[src/rtl/reaction_ms_counter.sv]
// Millisecond BCD stopwatch for the reaction timer: times each start_clock window,
// latches the trial result and keeps the fastest non-saturated time since reset/clear.
module reaction_ms_counter #(
    parameter int DIV  = 50000,
    parameter int PS_W = 16
) (
    input  logic        clk,
    input  logic        reset,
    input  logic        start_clock,
    input  logic        clear,
    output logic [15:0] result_bcd,
    output logic [15:0] best_bcd,
    output logic        result_valid,
    output logic        overflow,
    output logic        running
);

    typedef enum logic [1:0] {
        IDLE  = 2'd0,
        COUNT = 2'd1,
        HOLD  = 2'd2
    } state_t;

    localparam logic [PS_W-1:0] PS_LAST  = PS_W'(DIV - 1);
    localparam logic [15:0]     BCD_MAX  = 16'h9999;

    state_t          r_state, w_state_n;
    logic [PS_W-1:0] r_ps, w_ps_n;
    logic [15:0]     r_count, w_count_n;
    logic [15:0]     r_result, w_result_n;
    logic [15:0]     r_best, w_best_n;
    logic            r_valid, w_valid_n;
    logic            r_ovf, w_ovf_n;
    logic            r_start_d;
    logic            w_rise, w_fall;
    logic [15:0]     w_inc;

    // Four-digit BCD increment; the caller guarantees the input is below 9999.
    function automatic logic [15:0] bcd_inc(input logic [15:0] v);
        logic [15:0] r;
        logic        carry;
        r     = v;
        carry = 1'b1;
        for (int d = 0; d < 4; d++) begin
            if (carry) begin
                if (r[d*4 +: 4] == 4'd9) begin
                    r[d*4 +: 4] = 4'd0;
                end else begin
                    r[d*4 +: 4] = r[d*4 +: 4] + 4'd1;
                    carry       = 1'b0;
                end
            end
        end
        return r;
    endfunction

    assign w_rise = start_clock & ~r_start_d;
    assign w_fall = ~start_clock & r_start_d;
    assign w_inc  = bcd_inc(r_count);

    always_comb begin
        w_state_n  = r_state;
        w_ps_n     = r_ps;
        w_count_n  = r_count;
        w_result_n = r_result;
        w_best_n   = r_best;
        w_valid_n  = r_valid;
        w_ovf_n    = r_ovf;

        case (r_state)
            IDLE: begin
                if (w_rise) begin
                    w_state_n = COUNT;
                    w_ps_n    = '0;
                    w_count_n = '0;
                    w_ovf_n   = 1'b0;
                end
            end
            COUNT: begin
                if (w_fall) begin
                    w_state_n  = HOLD;
                    w_result_n = r_count;
                    w_valid_n  = 1'b1;
                    // Digit-packed BCD orders the same as plain binary.
                    if (!r_ovf && (r_count < r_best)) begin
                        w_best_n = r_count;
                    end
                end else if (r_ps == PS_LAST) begin
                    w_ps_n = '0;
                    if (r_count != BCD_MAX) begin
                        w_count_n = w_inc;
                        if (w_inc == BCD_MAX) begin
                            w_ovf_n = 1'b1;
                        end
                    end
                end else begin
                    w_ps_n = r_ps + PS_W'(1);
                end
            end
            HOLD: begin
                if (w_rise) begin
                    w_state_n = COUNT;
                    w_valid_n = 1'b0;
                    w_ps_n    = '0;
                    w_count_n = '0;
                    w_ovf_n   = 1'b0;
                end
            end
            default: begin
                w_state_n = IDLE;
            end
        endcase

        // Clear wins over everything, but a simultaneous rise still launches a fresh trial.
        if (clear) begin
            w_result_n = '0;
            w_best_n   = BCD_MAX;
            w_valid_n  = 1'b0;
            w_ovf_n    = 1'b0;
            w_state_n  = IDLE;
            if (w_rise) begin
                w_state_n = COUNT;
                w_ps_n    = '0;
                w_count_n = '0;
            end
        end
    end

    always_ff @(posedge clk) begin
        // Tracking start_clock through reset keeps a level held across release from looking like a rise.
        r_start_d <= start_clock;
        if (reset) begin
            r_state  <= IDLE;
            r_ps     <= '0;
            r_count  <= '0;
            r_result <= '0;
            r_best   <= BCD_MAX;
            r_valid  <= 1'b0;
            r_ovf    <= 1'b0;
        end else begin
            r_state  <= w_state_n;
            r_ps     <= w_ps_n;
            r_count  <= w_count_n;
            r_result <= w_result_n;
            r_best   <= w_best_n;
            r_valid  <= w_valid_n;
            r_ovf    <= w_ovf_n;
        end
    end

    assign result_bcd   = r_result;
    assign best_bcd     = r_best;
    assign result_valid = r_valid;
    assign overflow     = r_ovf;
    assign running      = (r_state == COUNT);

endmodule

[config.mk]
export PLATFORM = sky130hd
export DESIGN_NAME = reaction_ms_counter
export DESIGN_NICKNAME = d
export VERILOG_FILES = /design/src/rtl/reaction_ms_counter.sv
export SDC_FILE = /design/constraint.sdc
export NUM_CORES = 1
export LEC_CHECK = 0
export CAP_MARGIN = 20
export CORE_MARGIN = 3
export CORE_UTILIZATION = 47
export CTS_CLUSTER_DIAMETER = 40
export DETAILED_ROUTE_END_ITERATION = 10
export GPL_ROUTABILITY_DRIVEN = 0
export PLACE_DENSITY = 0.79
export REMOVE_ABC_BUFFERS = 1
export SLEW_MARGIN = 5
export SYNTH_ARGS = -nofsm -noshare
export SYNTH_HDL_FRONTEND = slang
export SYNTH_SLANG_ARGS = --single-unit
[constraint.sdc]
create_clock -name clk -period 6.9 [get_ports clk]
set_input_delay 1.725 -clock clk [delete_from_list [all_inputs] [get_ports clk]]
set_output_delay 1.725 -clock clk [all_outputs]
set_load 0.02 [all_outputs]
==> results_dict.tcl, run 1 <==
set metrics [dict create \
    synth_area_leaders "dfxtp_1 (37%), nand2_1 (7.4%), ha_1 (6.6%)" \
    worstMarginPinSlew_ns 0.9228 \
    cp-endpoint "best_bcd[8]$_SDFFE_PP1P_" \
    r2r_cells 8 \
    wl_per_cell_um 15.51 \
    path_class "input pin to register" \
    seqCellArea_mm2 0.001381 \
    ys_seq_area_share_pct 36.52 \
    yosys_warnings 0 \
    ir_worst_vdd_mv 0.1293 \
    drt_iter0_markers 328 \
    synth_top_flop_cell "dfxtp_1" \
    power_density_mw_per_mm2 185.4 \
    track_usage_pct 21.08 \
    rsz0062_at_grt "no" \
    synth_cell_types 57 \
    synth_top_area_cell "dfxtp_1" \
    dpl.hpwl_mm 6.454 \
    rrSetupSlack_ns 3.69 \
    slew_headroom_pct 38.25 \
    grt_max_degree 27 \
    synthToLayoutAreaGrowth_pct 16.01 \
    final_util_pct 56.49 \
    clk_path_buf_depth 2 \
    drt_pre_antenna_iters 5 \
    setup_viol 0 \
    fmax_mhz 244.7 \
    insertion_delay_ns 0.35 \
    fillers 724 \
    fin_nets 522 \
    cts_sinks 69 \
    cts_tree "built" \
    crit_fanout 17 \
    min_period_over_period_pct 59.23 \
    final_antenna_net_count 0 \
    hp-class "register to register" \
    die-area_mm2 0.009160 \
    r2r-end "best_bcd[8]$_SDFFE_PP1P_" \
    hold_violations 0 \
    initial_core_util_pct 48.70 \
    synthCells 471 \
    ys_async_sr_fraction_pct 0 \
    syn_area_mm2 0.003782 \
    gr-total-overflow 0 \
    fin_crit_ns 4.087 \
    vias_per_cell 5.909 \
    ioPinCount 39 \
    crit_start "start_clock" \
    antenna_cells 0 \
    layout-drive-gt1-share_pct 5.988 \
    synth-seq-cells 69 \
    synth_edf_count 0 \
    multiInputGateArea_mm2 0.002207 \
    grt_pass1_vias 3261 \
    arrival_ns 4.29 \
    numCtsBuffers 9 \
    status "finished, final reports clean" \
    start_kind "input pin" \
    cts_setup_buffers 0 \
    drc 0 \
    fin_skew_ns 0.01466 \
    finalSetupTns_ns 0 \
    final_max_slew_viol_count 0 \
    grt_first_pass_wirelength_mm 15.26 \
    synth.top_cell.area_share_pct 36.52 \
    avgSynthCellArea_um2 8.031 \
    r2r-start "r_state[1]$_SDFFE_PP0P_" \
    die_w_um 95.71 \
    cts_max_level 3 \
    antenna_found_initial 0 \
    wl_mm 9.353 \
    vias 3563 \
    cp-end-kind "register" \
    portBuffers 38 \
    core_mm2 0.007767 \
    rows 32 \
    power_leakage_uw 0.001629 \
    cts_resized 0 \
    required_ns 7.10 \
    cts_root_buf "clkbuf_8" \
    clkSlewWorstSetupHoldPaths_ns 0.08 \
    maxCapViolCount 0 \
    hold_buffers 0 \
    die_h_um 95.71 \
]
==> worst max-delay path, cell delays in order <==
cell,delay (ns)
clkdlybuf4s50_1,0.50
nand2b_4,0.22
nor2_2,0.61
o2111ai_1,0.22
a211o_1,0.62
mux2i_1,0.29
nand2_1,0.08
==> final cells by class <==
cell class                 count  area share [%]
multi-input combinational    356           50.30
sequential                    69           31.48
timing repair buffer          38           8.668
tap                          102           2.908
clock buffer                   9           2.823
inverter                      24           2.053
clock inverter                 5           1.768
==> routing by layer <==
layer	share of wire (%)	wire, µm	vias up	GRT usage (%)
li1	-	-	1742	-
met1	48	4452	1689	28.02
met2	46	4337	119	33.47
met3	4.7	442	13	3.518
met4	1.3	121	0	9.597
met5	0	0	-	0
==> how the worst min path moves through the flow <==
stage / start / end / slack, ns / cells after the start
after floorplan: r_ps[15]$_SDFF_PP0_ / r_ps[15]$_SDFF_PP0_ / 0.45 / 2
after detailed placement: result_bcd[7]$_SDFFE_PP0P_ / result_bcd[7]$_SDFFE_PP0P_ / 0.45 / 2
after global routing: result_bcd[7]$_SDFFE_PP0P_ / result_bcd[7]$_SDFFE_PP0P_ / 0.47 / 2
final: result_bcd[6]$_SDFFE_PP0P_ / result_bcd[6]$_SDFFE_PP0P_ / 0.46 / 2
after global placement: result_bcd[12]$_SDFFE_PP0P_ / result_bcd[12]$_SDFFE_PP0P_ / 0.44 / 2
after CTS: result_bcd[7]$_SDFFE_PP0P_ / result_bcd[7]$_SDFFE_PP0P_ / 0.46 / 2
==> cells in the mapped netlist (4+ instances only) <==
library cell and number:
a21oi_1 40, mux2i_1 20, buf_2 5, nand2b_1 8
nand2_1 75, nand3_1 13, a211oi_1 4, a311oi_1 8
nand4_1 7, nor3_1 11, nor2_1 44, nor2b_1 4
dfxtp_1 69, a31oi_1 12, ha_1 20, a21o_1 6
o21ai_0 24, a22oi_1 5, o21ai_1 4, inv_1 23
clkbuf_1 15
==> power by group <==
part,internal (µW),switching [µW]
combinational,17.7,40.9
sequential,400,2.59
clock,198,154
==> sequential cells by signal (all words and copies together) (netlist names) <==
signal	flops
best_bcd	16
r_count	16
r_ps	16
result_bcd	16
r_state	2
overflow	1
r_start_d	1
result_valid	1
==> cells by family after synthesis <==
kind of cell | Yosys count | share of synthesized area (%)
AND/OR/NAND/NOR | 195 | 26.40
AO/OA/AOI/OAI | 120 | 19.75
flip-flops | 69 | 36.52
buffers and inverters | 46 | 5.127
multiplexers | 21 | 5.590
adder cells (fa/ha/maj) | 20 | 6.616
==> layout by cell type, fill, tap and decap left out, drive strengths merged, types with 2 or more instances in the layout <==
cell type / synthesis / layout
a21o: 6 / 6
o22ai: 3 / 3
ha: 20 / 20
or3: 3 / 3
inv: 24 / 24
nor2b: 4 / 4
or2: 3 / 3
nor4b: 2 / 2
clkbuf: 15 / 9
o21bai: 3 / 3
nand3: 15 / 15
bufinv: 0 / 2
nand2: 75 / 75
o31ai: 2 / 2
clkdlybuf4s50: 0 / 38
or4: 2 / 2
o21ai: 28 / 28
nand4: 8 / 8
and3: 3 / 3
dfxtp: 69 / 69
nand4bb: 2 / 2
a211oi: 5 / 5
a31oi: 12 / 12
nor3: 11 / 11
a21oi: 40 / 40
a22oi: 5 / 5
mux2i: 20 / 20
a311oi: 8 / 8
nand2b: 9 / 9
nor2: 45 / 45
nor4: 4 / 4
clkinv: 0 / 2
nand4b: 2 / 2
==> metrics by stage <==
stage          cell area, µm²  cells  total power, µW  hold WS [ns]  setup slack (ns)
5_1_grt                  4388    603            839.9        0.4726             2.669
6_report                 4388    603            813.7        0.4560             2.813
3_5_place_dp             4187    589            469.6        0.4467             2.419
2_1_floorplan            3679    449            450.1        0.4532             3.556
4_1_cts                  4388    603            818.2        0.4577             2.802
3_3_place_gp             4187    589            467.9        0.4422             2.578
Power figures use the tool's default switching activity.
==> run 2, diff against run 1 <==
==> constraint.sdc (replaced) <==
create_clock -name clk -period 3.8 [get_ports clk]
set_input_delay 0.95 -clock clk [delete_from_list [all_inputs] [get_ports clk]]
set_output_delay 0.95 -clock clk [all_outputs]
set_load 0.02 [all_outputs]
==> results_dict.tcl, run 2 (synthesis results as in run 1) <==
set metrics [dict create \
    vias 3596 \
    cp-end-kind "primary output" \
    crit_path_cell_trace "inv_1 > ha_1 > clkdlybuf4s50_1" \
    fin_skew_ns 0.01327 \
    grt_pass1_vias 3479 \
    r2r-start "r_state[1]$_SDFFE_PP0P_" \
    r2r-end "best_bcd[11]$_SDFFE_PP1P_" \
    hold_buffers 0 \
    r2r_cells 9 \
    dp.cells 594 \
    final_cell_mix "nand2_1 (75), dfxtp_1 (69), nor2_1 (44)" \
    core_mm2 0.007767 \
    ir_worst_vdd_mv 0.1838 \
    status "finished, final reports clean" \
    track_usage_pct 22.42 \
    power_density_mw_per_mm2 314.4 \
    die_w_um 95.71 \
    grt_max_degree 27 \
    seqCellArea_mm2 0.001381 \
    dpl.hpwl_mm 6.578 \
    fin_nets 527 \
    fin_crit_ns 2.998 \
    cp_top_family "buffers and inverters" \
    start_kind "register" \
    final_antenna_net_count 0 \
    worstMarginPinSlew_ns 0.9791 \
    hold_end "result_bcd[3]$_SDFFE_PP0P_" \
    min-delay-start "result_bcd[3]$_SDFFE_PP0P_" \
    layout-drive-gt1-share_pct 7.087 \
    grt_first_pass_wirelength_mm 16.15 \
    antenna_cells 0 \
    rrSetupSlack_ns 1.13 \
    cts_tree "built" \
    cpMaxStageDelayCell "clkdlybuf4s50_1" \
    maxCapViolCount 0 \
    final-instance-count-excl-fill 610 \
    clk_path_buf_depth 2 \
    hold_violations 0 \
    numCtsBuffers 9 \
    hp-class "register to register" \
    arrival_ns 2.05 \
    p_total_uw 1383 \
    whs_path_depth 2 \
    setup_viol 0 \
    cts_sinks 69 \
    synthToLayoutAreaGrowth_pct 16.28 \
    rsz0062_at_grt "no" \
    die-area_mm2 0.009160 \
    portBuffers 38 \
    die_h_um 95.71 \
    wl_mm 9.442 \
    required_ns 2.85 \
    multiInputGateArea_mm2 0.002207 \
    path_class "register to primary output" \
    clkSlewWorstSetupHoldPaths_ns 0.08 \
    min_period_over_period_pct 78.89 \
    slew_headroom_pct 34.17 \
    cts_resized 0 \
    initial_core_util_pct 48.70 \
    cts_setup_buffers 0 \
    cts_max_level 3 \
    final_common_cell "nand2_1" \
    drt_pre_antenna_iters 5 \
    insertion_delay_ns 0.35 \
    finalSetupTns_ns 0 \
    antenna_found_initial 0 \
    fmax_mhz 333.6 \
    rows 32 \
    gr-total-overflow 0 \
    crit_fanout 14 \
    cpPeakStageDelay_ns 0.71 \
    cts_root_buf "clkbuf_8" \
    final_max_slew_viol_count 0 \
    fillers 720 \
    critPathBufInv 2 \
    wl_per_cell_um 15.48 \
    vias_per_cell 5.895 \
    drc 0 \
    power_leakage_uw 0.001635 \
    ioPinCount 39 \
    drt_iter0_markers 352 \
]
[run 2: worst max path at each step]
stage | startpoint | end | depth (start not counted)
global placement | start_clock | r_count[5]$_SDFF_PP0_ | 7
CTS | r_state[1]$_SDFFE_PP0P_ | running | 3
detailed placement | start_clock | r_count[5]$_SDFF_PP0_ | 7
global route | r_state[1]$_SDFFE_PP0P_ | running | 3
finish | r_state[1]$_SDFFE_PP0P_ | running | 3
floorplan | start_clock | best_bcd[0]$_SDFFE_PP1P_ | 6
[run 2: where the power goes]
part	total (µW)	switching, µW	internal (µW)
clock	539	298	241
sequential	731	4.42	726
combinational	113	76.6	35.9
total	1380	379	1000
[run 2: final cells by class]
type | count | share of cell area, %
multi-input combinational | 356 | 50.18
sequential | 69 | 31.41
timing repair buffer | 43 | 9.502
clock buffer | 10 | 2.902
tap | 102 | 2.902
inverter | 24 | 2.048
clock inverter | 6 | 1.053
[run 2: stage by stage]
stage / instance area [µm²] / setup slack [ns] / hold slack (ns) / util [%]
finish: 4398 / 0.8021 / 0.4571 / 56.62
global route: 4398 / 0.6953 / 0.4744 / 56.62
floorplan: 3679 / 1.231 / 0.4532 / -
global placement: 4224 / 0.5901 / 0.4432 / 54.38
CTS: 4398 / 0.7841 / 0.4594 / 56.62
detailed placement: 4224 / 0.5618 / 0.4488 / 54.38
[run 2: metal layers]
metal / track usage, % / vias to the layer above / wire [µm]
met1: 30.16 / 1659 / 4324
li1: - / 1760 / -
met2: 35.21 / 160 / 4293
met3: 3.753 / 17 / 657
met5: 0 / - / 0
met4: 10.07 / 0 / 167
[run 2: worst min-delay path, delay by kind of cell, from the launching register on]
kind               cells  cell delay [ns]
and+or+nand+nor        1             0.05
DFF                    1             0.31
AOI/OAI and AO/OA      1             0.05
==> run 3, diff against run 2 <==
--- a/config.mk
+++ b/config.mk
@@ -11,7 +11,7 @@
 export CTS_CLUSTER_DIAMETER = 40
 export DETAILED_ROUTE_END_ITERATION = 10
 export GPL_ROUTABILITY_DRIVEN = 0
-export PLACE_DENSITY = 0.79
+export PLACE_DENSITY = 0.82
 export REMOVE_ABC_BUFFERS = 1
 export SLEW_MARGIN = 5
 export SYNTH_ARGS = -nofsm -noshare
==> constraint.sdc (replaced) <==
create_clock -name clk -period 2.44 [get_ports clk]
set_input_delay 0.61 -clock clk [delete_from_list [all_inputs] [get_ports clk]]
set_output_delay 0.61 -clock clk [all_outputs]
set_load 0.02 [all_outputs]
==> results_dict.tcl, run 3 (synthesis results as in run 1) <==
set metrics [dict create \
    fmax_mhz 428.2 \
    worstMarginPinSlew_ns 0.7146 \
    ir_worst_vdd_mv 0.3616 \
    wl_per_cell_um 15.19 \
    rows 32 \
    wl_mm 9.752 \
    final_util_pct 60.07 \
    die_w_um 95.71 \
    slew_headroom_pct 52.18 \
    clk_path_buf_depth 2 \
    rsz0062_at_grt "no" \
    grt_first_pass_wirelength_mm 16.72 \
    cts_max_level 3 \
    min_period_over_period_pct 95.71 \
    power_density_mw_per_mm2 467.4 \
    fin_crit_ns 2.335 \
    fin_skew_ns 0.009218 \
    drt_pre_antenna_iters 6 \
    cts_setup_buffers 0 \
    hold_violations 0 \
    rrSetupSlack_ns 0.23 \
    initial_core_util_pct 48.70 \
    cts_root_buf "clkbuf_8" \
    arrival_ns 1.73 \
    synthToLayoutAreaGrowth_pct 23.35 \
    die-area_mm2 0.009160 \
    core_mm2 0.007767 \
    portBuffers 38 \
    numCtsBuffers 9 \
    gr-total-overflow 0 \
    insertion_delay_ns 0.35 \
    track_usage_pct 22.93 \
    final_cell_mix "nand2_1 (75), dfxtp_1 (68), nor2_1 (44)" \
    required_ns 1.83 \
    power_leakage_uw 0.001805 \
    final_antenna_net_count 0 \
    clkSlewWorstSetupHoldPaths_ns 0.08 \
    antenna_found_initial 0 \
    fin_nets 559 \
    start_kind "register" \
    maxCapViolCount 0 \
    hp-class "register to register" \
    drt_iter0_markers 297 \
    drc 0 \
    crit_fanout 11 \
    die_h_um 95.71 \
    final_max_slew_viol_count 0 \
    setup_viol 0 \
    vias_per_cell 5.860 \
    grt_max_degree 27 \
    ioPinCount 39 \
    final_common_cell "nand2_1" \
    cts_tree "built" \
    grt_pass1_vias 3565 \
    p_total_uw 2181 \
    antenna_cells 0 \
    status "finished, final reports clean" \
    vias 3762 \
    cp-end-kind "primary output" \
    path_class "register to primary output" \
    dpl.hpwl_mm 7.186 \
    layout-drive-gt1-share_pct 13.15 \
    cts_sinks 69 \
]
-- run 3: cell type report --
type | instances | area, µm²
Clock buffer | 9 | 123.9
Tap cell | 102 | 127.6
Timing Repair Buffer | 75 | 670.6
Clock inverter | 7 | 51.30
Inverter | 24 | 90.09
Sequential cell | 69 | 1383
Fill cell | 690 | 3102
Multi-Input combinational cell | 356 | 2220
-- run 3: where the power goes --
group / switching [µW] / internal, µW
logic: 124 / 79.5
registers: 7.62 / 1130
clock network: 468 / 371
-- run 3: worst paths after layout --
check	from	end	cells after the start
worst min register to register	result_bcd[10]$_SDFFE_PP0P_	result_bcd[10]$_SDFFE_PP0P_	2
worst min-delay path	result_bcd[10]$_SDFFE_PP0P_	result_bcd[10]$_SDFFE_PP0P_	2
worst max-delay path	r_state[1]$_SDFFE_PP0P_	running	3
worst max register to register	best_bcd[5]$_SDFFE_PP0P_	best_bcd[2]$_SDFFE_PP0P_	9
-- run 3: worst max-delay path, cell delays in order, from the launching register on --
cell and delay (ns):
dfxtp_1 0.34, inv_1 0.15, ha_4 0.25, clkdlybuf4s50_1 0.63
-- run 3: repair_timing --
action / in CTS / in global routing
setup endpoints to repair: 1 / 1
gates resized for setup: 2 / 1
cloned: 0 / 0
hold buffers: 0 / 0
-- run 3: stage by stage --
| step | TNS, ns | hold slack (ns) | worst slack [ns] | cell area (µm²) | std cells |
|---|---|---|---|---|---|
| 2_1_floorplan | -1.388 | 0.4532 | -0.09636 | 3679 | 449 |
| 3_3_place_gp | -0.3764 | 0.4420 | -0.04853 | 4477 | 626 |
| 3_5_place_dp | -1.548 | 0.4459 | -0.1609 | 4477 | 626 |
| 4_1_cts | 0 | 0.4576 | 0.09861 | 4664 | 642 |
| 5_1_grt | 0 | 0.4680 | 0.04217 | 4666 | 642 |
| 6_report | 0 | 0.4559 | 0.1046 | 4666 | 642 |
-- run 3: layer usage --
layer	up-vias	routed length, µm	global-route usage, %	share of wire [%]
met3	21	705	3.284	7.2
li1	1825	-	-	-
met5	-	0	0	0
met1	1747	4341	30.53	45
met4	0	200	9.242	2.1
met2	169	4505	37.29	46
==> patch 1 (settings of run 1) <==
The parameter `PS_W` goes from 16 to 18.
--- a/src/rtl/reaction_ms_counter.sv
+++ b/src/rtl/reaction_ms_counter.sv
@@ -3,5 +3,5 @@
 module reaction_ms_counter #(
     parameter int DIV  = 50000,
-    parameter int PS_W = 16
+    parameter int PS_W = 18
 ) (
     input  logic        clk,
Behaviour: no difference found for any inputs over 10 cycles, from zero or initial values and one cycle with reset high; that may be too few to reach the edited logic, so the function may still have changed.
==> patch 1 against run 1 <==
Design area rose by 7.1%. Sequential cell count is 2 higher. Combinational power fell by 9.7%. Synthesized area rose by 7.2%. Worst setup slack got worse by 0.28 ns. Wire length up 3.5%. Power increased by 1.8%. Maximum frequency shrank 6.3%. Critical path type unchanged. Largest power group unchanged.
==> patch 1: results (changes against run 1) <==
cells_and_area:
  num-clock-buffers: 11  # +2
  postLayoutCellArea_sq_um: 4700  # +7.1%
  layout.nonclk_buf_share_pct: 9.212  # +0.54 points
  fin_nets: 556  # +6.5%
  nNonClkBuffers: 43  # +13%
  nFillCells: 737  # +1.8%
  multi_input_cells: 380  # +6.7%
  ff_latch_area_sq_um: 1421  # +2.9%
  stdcell_count: 638  # +5.8%
  multi_input_area_share_pct: 51.33  # +1.0 points
drt:
  drt-met1-wl_um: 4266  # -4.2%
  vias_per_cell: 5.867  # -0.71%
  drt_iter0_drc: 241  # -27%
  dr_wl_met2_um: 4603  # +6.1%
  wl_met3_um: 666  # +51%
  finalWirelength_um: 9684  # +3.5%
power_and_ir_drop:
  ir_drop_mv: 0.09513  # -26%
  p_leak_nw: 1.632  # +0.22%
grt:
  met2_usage_pct: 32.08  # -1.4 points
  grtUsageMet3_pct: 5.379  # +1.9 points
  grt_use_met1_pct: 26.37  # -1.6 points
  grt_start_max_net_pins: 35  # +30%
  grt_use_total_pct: 20.08  # -1.0 points
  grt_pass1_vias: 3470  # +6.4%
  grt_pass1_wl_um: 16340  # +7.1%
yosys:
  ys_seq_area_share_pct: 35.06  # -1.5 points
  synth_seq_cells: 71  # +2.9%
  ys_types: 59  # +3.5%
  avgSynthCellArea_sq_um: 8.043  # +0.16%
  synthTopCellsByArea: "dfxtp_1 (35%), ha_1 (7.1%), nand2_1 (6.3%)"
  synth_mux_area_share_pct: 4.444  # -1.1 points
  yosysMostFrequentCell: "dfxtp_1"
sta:
  finClkSkew_ns: 0.008652  # -0.006009 ns
  tightest_slew_ns: 0.8360  # -0.08683 ns
setup_path:
  crit_arrival_ns: 4.63  # +0.34 ns
  r2r_slack_ns: 3.96  # +0.27 ns
  r2r_cells: 7  # -1
  r2r_start: "r_count[4]"
  path_max_fanout: 18  # +1
worst_hold_path:
  holdPathEnd: "result_bcd[0]"
placement:
  dp_slack_ns: 2.210  # -0.2087 ns
run_status:
  status: "finished, final reports clean"
-- patch 1: report_power, final --
| group | switching (W) | total [W] | internal, W |
|---|---|---|---|
| Clock | 0.000153 | 0.000363 | 0.000210 |
| Combinational | 0.0000360 | 0.0000529 | 0.0000169 |
| Sequential | 0.00000151 | 0.000413 | 0.000411 |
-- patch 1: worst max-delay path by stage --
stage | startpoint | endpoint | slack (ns)
2_1_floorplan | start_clock | best_bcd[0] | 3.19
3_3_place_gp | start_clock | best_bcd[3] | 2.33
3_5_place_dp | start_clock | best_bcd[14] | 2.21
4_1_cts | start_clock | best_bcd[14] | 2.55
5_1_grt | start_clock | best_bcd[7] | 2.16
6_report | start_clock | best_bcd[14] | 2.54
-- patch 1: critical path, stage by stage --
cell and delay [ns]:
clkdlybuf4s50_1 0.46, nor2b_1 0.52, nand2_2 0.37, a2111oi_0 0.46
o21ai_1 0.19, a31oi_4 0.61, mux2i_1 0.29
==> patch 2 (config.mk and constraints of run 1) <==
Without the edit above. Register the input `clear` before use, without a reset. The logic sees it one clock later.
--- a/src/rtl/reaction_ms_counter.sv
+++ b/src/rtl/reaction_ms_counter.sv
@@ -24,4 +24,10 @@
     localparam logic [PS_W-1:0] PS_LAST  = PS_W'(DIV - 1);
     localparam logic [15:0]     BCD_MAX  = 16'h9999;
+
+    logic clear_q;
+
+    always_ff @(posedge clk) begin
+        clear_q <= clear;
+    end
 
     state_t          r_state, w_state_n;
@@ -113,5 +119,5 @@
 
         // Clear wins over everything, but a simultaneous rise still launches a fresh trial.
-        if (clear) begin
+        if (clear_q) begin
             w_result_n = '0;
             w_best_n   = BCD_MAX;
Behaviour: not the same (Yosys sat finds a counterexample within 4 cycles, from zero or initial values and one cycle with reset high).
==> patch 2 against run 1 <==
Worst setup slack better by 0.020 ns. Sequential cell count up 1. Wire length up 1.5%. Power down 1.3%. Die area up 0.49%. Synthesized area up 0.53%. Design area up 0.46%. Critical endpoint is now best_bcd[12].
==> patch 2: results (changes against run 1) <==
yosys:
  ys_types: 57  # unchanged
  synthTopCellsByArea: "dfxtp_1 (37%), nand2_1 (7.4%), ha_1 (6.6%)"
  yosys_warnings: 0  # unchanged
  ys_seq_area_share_pct: 36.85  # +0.33 points
  synth-main-ff-cell: "dfxtp_1"
  synthTopCellsByCount: "nand2_1 (75), dfxtp_1 (70), nor2_1 (44)"
  async_flop_share_pct: 0  # unchanged
cts:
  numCtsBuffers: 9  # unchanged
  cts_resized: 0  # unchanged
  root_buffer: "clkbuf_8"
  path_clk_slew_ns: 0.07
  clk-insertion-delay-late_ns: 0.34
  post_cts_buffers: 0  # unchanged
  htreeDepth: 3  # unchanged
  clock_path_buffers: 2  # unchanged
cells_and_area:
  fin_nets: 523  # +0.19%
  nFillCells: 726  # +0.28%
  drive_gt1_share_pct: 5.952  # -0.036 points
worst_hold_path:
  hold_depth: 2  # unchanged
  min_from: "result_bcd[11]"
  holdPathEnd: "result_bcd[11]"
  hold_path.class: "reg -> reg"
run_status:
  status: "finished, final reports clean"
power_and_ir_drop:
  p_leak_nw: 1.636  # +0.44%
  ir_drop_mv: 0.1042  # -19%
  power.internal_w: 0.0006103  # -0.93%
drt:
  via_count: 3578  # +0.42%
  drt_iter0_drc: 330  # +0.61%
  first_pass_iters: 5  # unchanged
  post_drt_wl_per_cell_um: 15.67  # +1.0%
grt:
  antenna_found_initial: 0  # unchanged
  grt_use_total_pct: 21.31  # +0.23 points
  grt_pass1_vias: 3249  # -0.37%
  grt_pass1_wl_um: 15430  # +1.1%
  grt_start_max_net_pins: 27  # unchanged
setup_path:
  path_max_fanout: 17  # unchanged
  r2r_slack_ns: 3.75  # +0.06 ns
  r2r_start: "r_state[1]"
  r2r_end: "best_bcd[12]"
  cp-startpoint: "start_clock"
  crit_arrival_ns: 4.26  # -0.03 ns
  r2r_cells: 8  # unchanged
sta:
  tightest_slew_ns: 0.9936  # +0.07072 ns
  finClkSkew_ns: 0.006853  # -0.007808 ns
placement:
  dpl_cell_area_sq_um: 4207  # +0.48%
  hpwlAfterDp_um: 6530  # +1.2%
  io_buffer_count: 38  # unchanged
patch 2: cell types whose count changed in the layout (fill, tap and decap cells not counted), sizes merged:
| cell | delta |
|---|---|
| dfxtp | +1 |
| clkinv | -1 |
| bufinv | -1 |
| clkbuf | +4 |
patch 2: worst max path at each step:
stage	endpoint	slack, ns	cells past startpoint
floorplan	best_bcd[0]	3.56	6
detailed placement	best_bcd[0]	2.52	7
global route	best_bcd[12]	2.70	7
CTS	best_bcd[12]	2.84	7
finish	best_bcd[12]	2.83	7
global placement	best_bcd[12]	2.61	7
patch 2: stage by stage:
step | hold slack (ns) | cells | setup WS, ns
after floorplan | 0.4532 | 450 | 3.556
after global placement | 0.4413 | 590 | 2.608
after detailed placement | 0.4459 | 590 | 2.518
after CTS | 0.4562 | 606 | 2.842
after global routing | 0.4748 | 606 | 2.699
final | 0.4537 | 606 | 2.834
patch 2: layer usage:
layer	up-vias	GRT usage, %	share of wire [%]
met5	-	0	0
met1	1685	28.76	46
met3	17	3.597	5.6
met2	132	34.16	47
met4	0	7.820	2.0
li1	1744	-	-
patch 2: area by class of cell:
type                            instances  area [sq um]  share of cell area [%]
Sequential cell                        70          1401                   31.79
Multi-Input combinational cell        356          2207                   50.07
Clock inverter                          3         42.54                  0.9651
Clock buffer                           13         158.9                   3.605
Inverter                               24         90.09                   2.044
Timing Repair Buffer                   38         380.4                   8.629
Tap cell                              102         127.6                   2.895
patch 2: worst max-delay path: stages:
cell and delay [ns]:
clkdlybuf4s50_1 0.51, nand2b_4 0.23, nor2_2 0.59, o2111ai_1 0.19
a211o_1 0.61, mux2i_1 0.32, nand2_1 0.08
patch 2: cell families after synthesis:
| logic type | count (synthesis) | synth area share (%) |
|---|---|---|
| buffers and inverters | 46 | 5.100 |
| DFF | 70 | 36.85 |
| AOI/OAI and AO/OA | 120 | 19.64 |
| adders and majority gates | 20 | 6.581 |
| muxes | 21 | 5.561 |
| and+or+nand+nor | 195 | 26.26 |
patch 2: power groups by stage:
stage / logic (W) / clock network (W) / registers, W
detailed placement: 0.0000565 / 0 / 0.000419
global placement: 0.0000550 / 0 / 0.000419
global route: 0.0000627 / 0.000359 / 0.000410
CTS: 0.0000567 / 0.000340 / 0.000409
finish: 0.0000576 / 0.000336 / 0.000410
floorplan: 0.0000374 / 0 / 0.000419
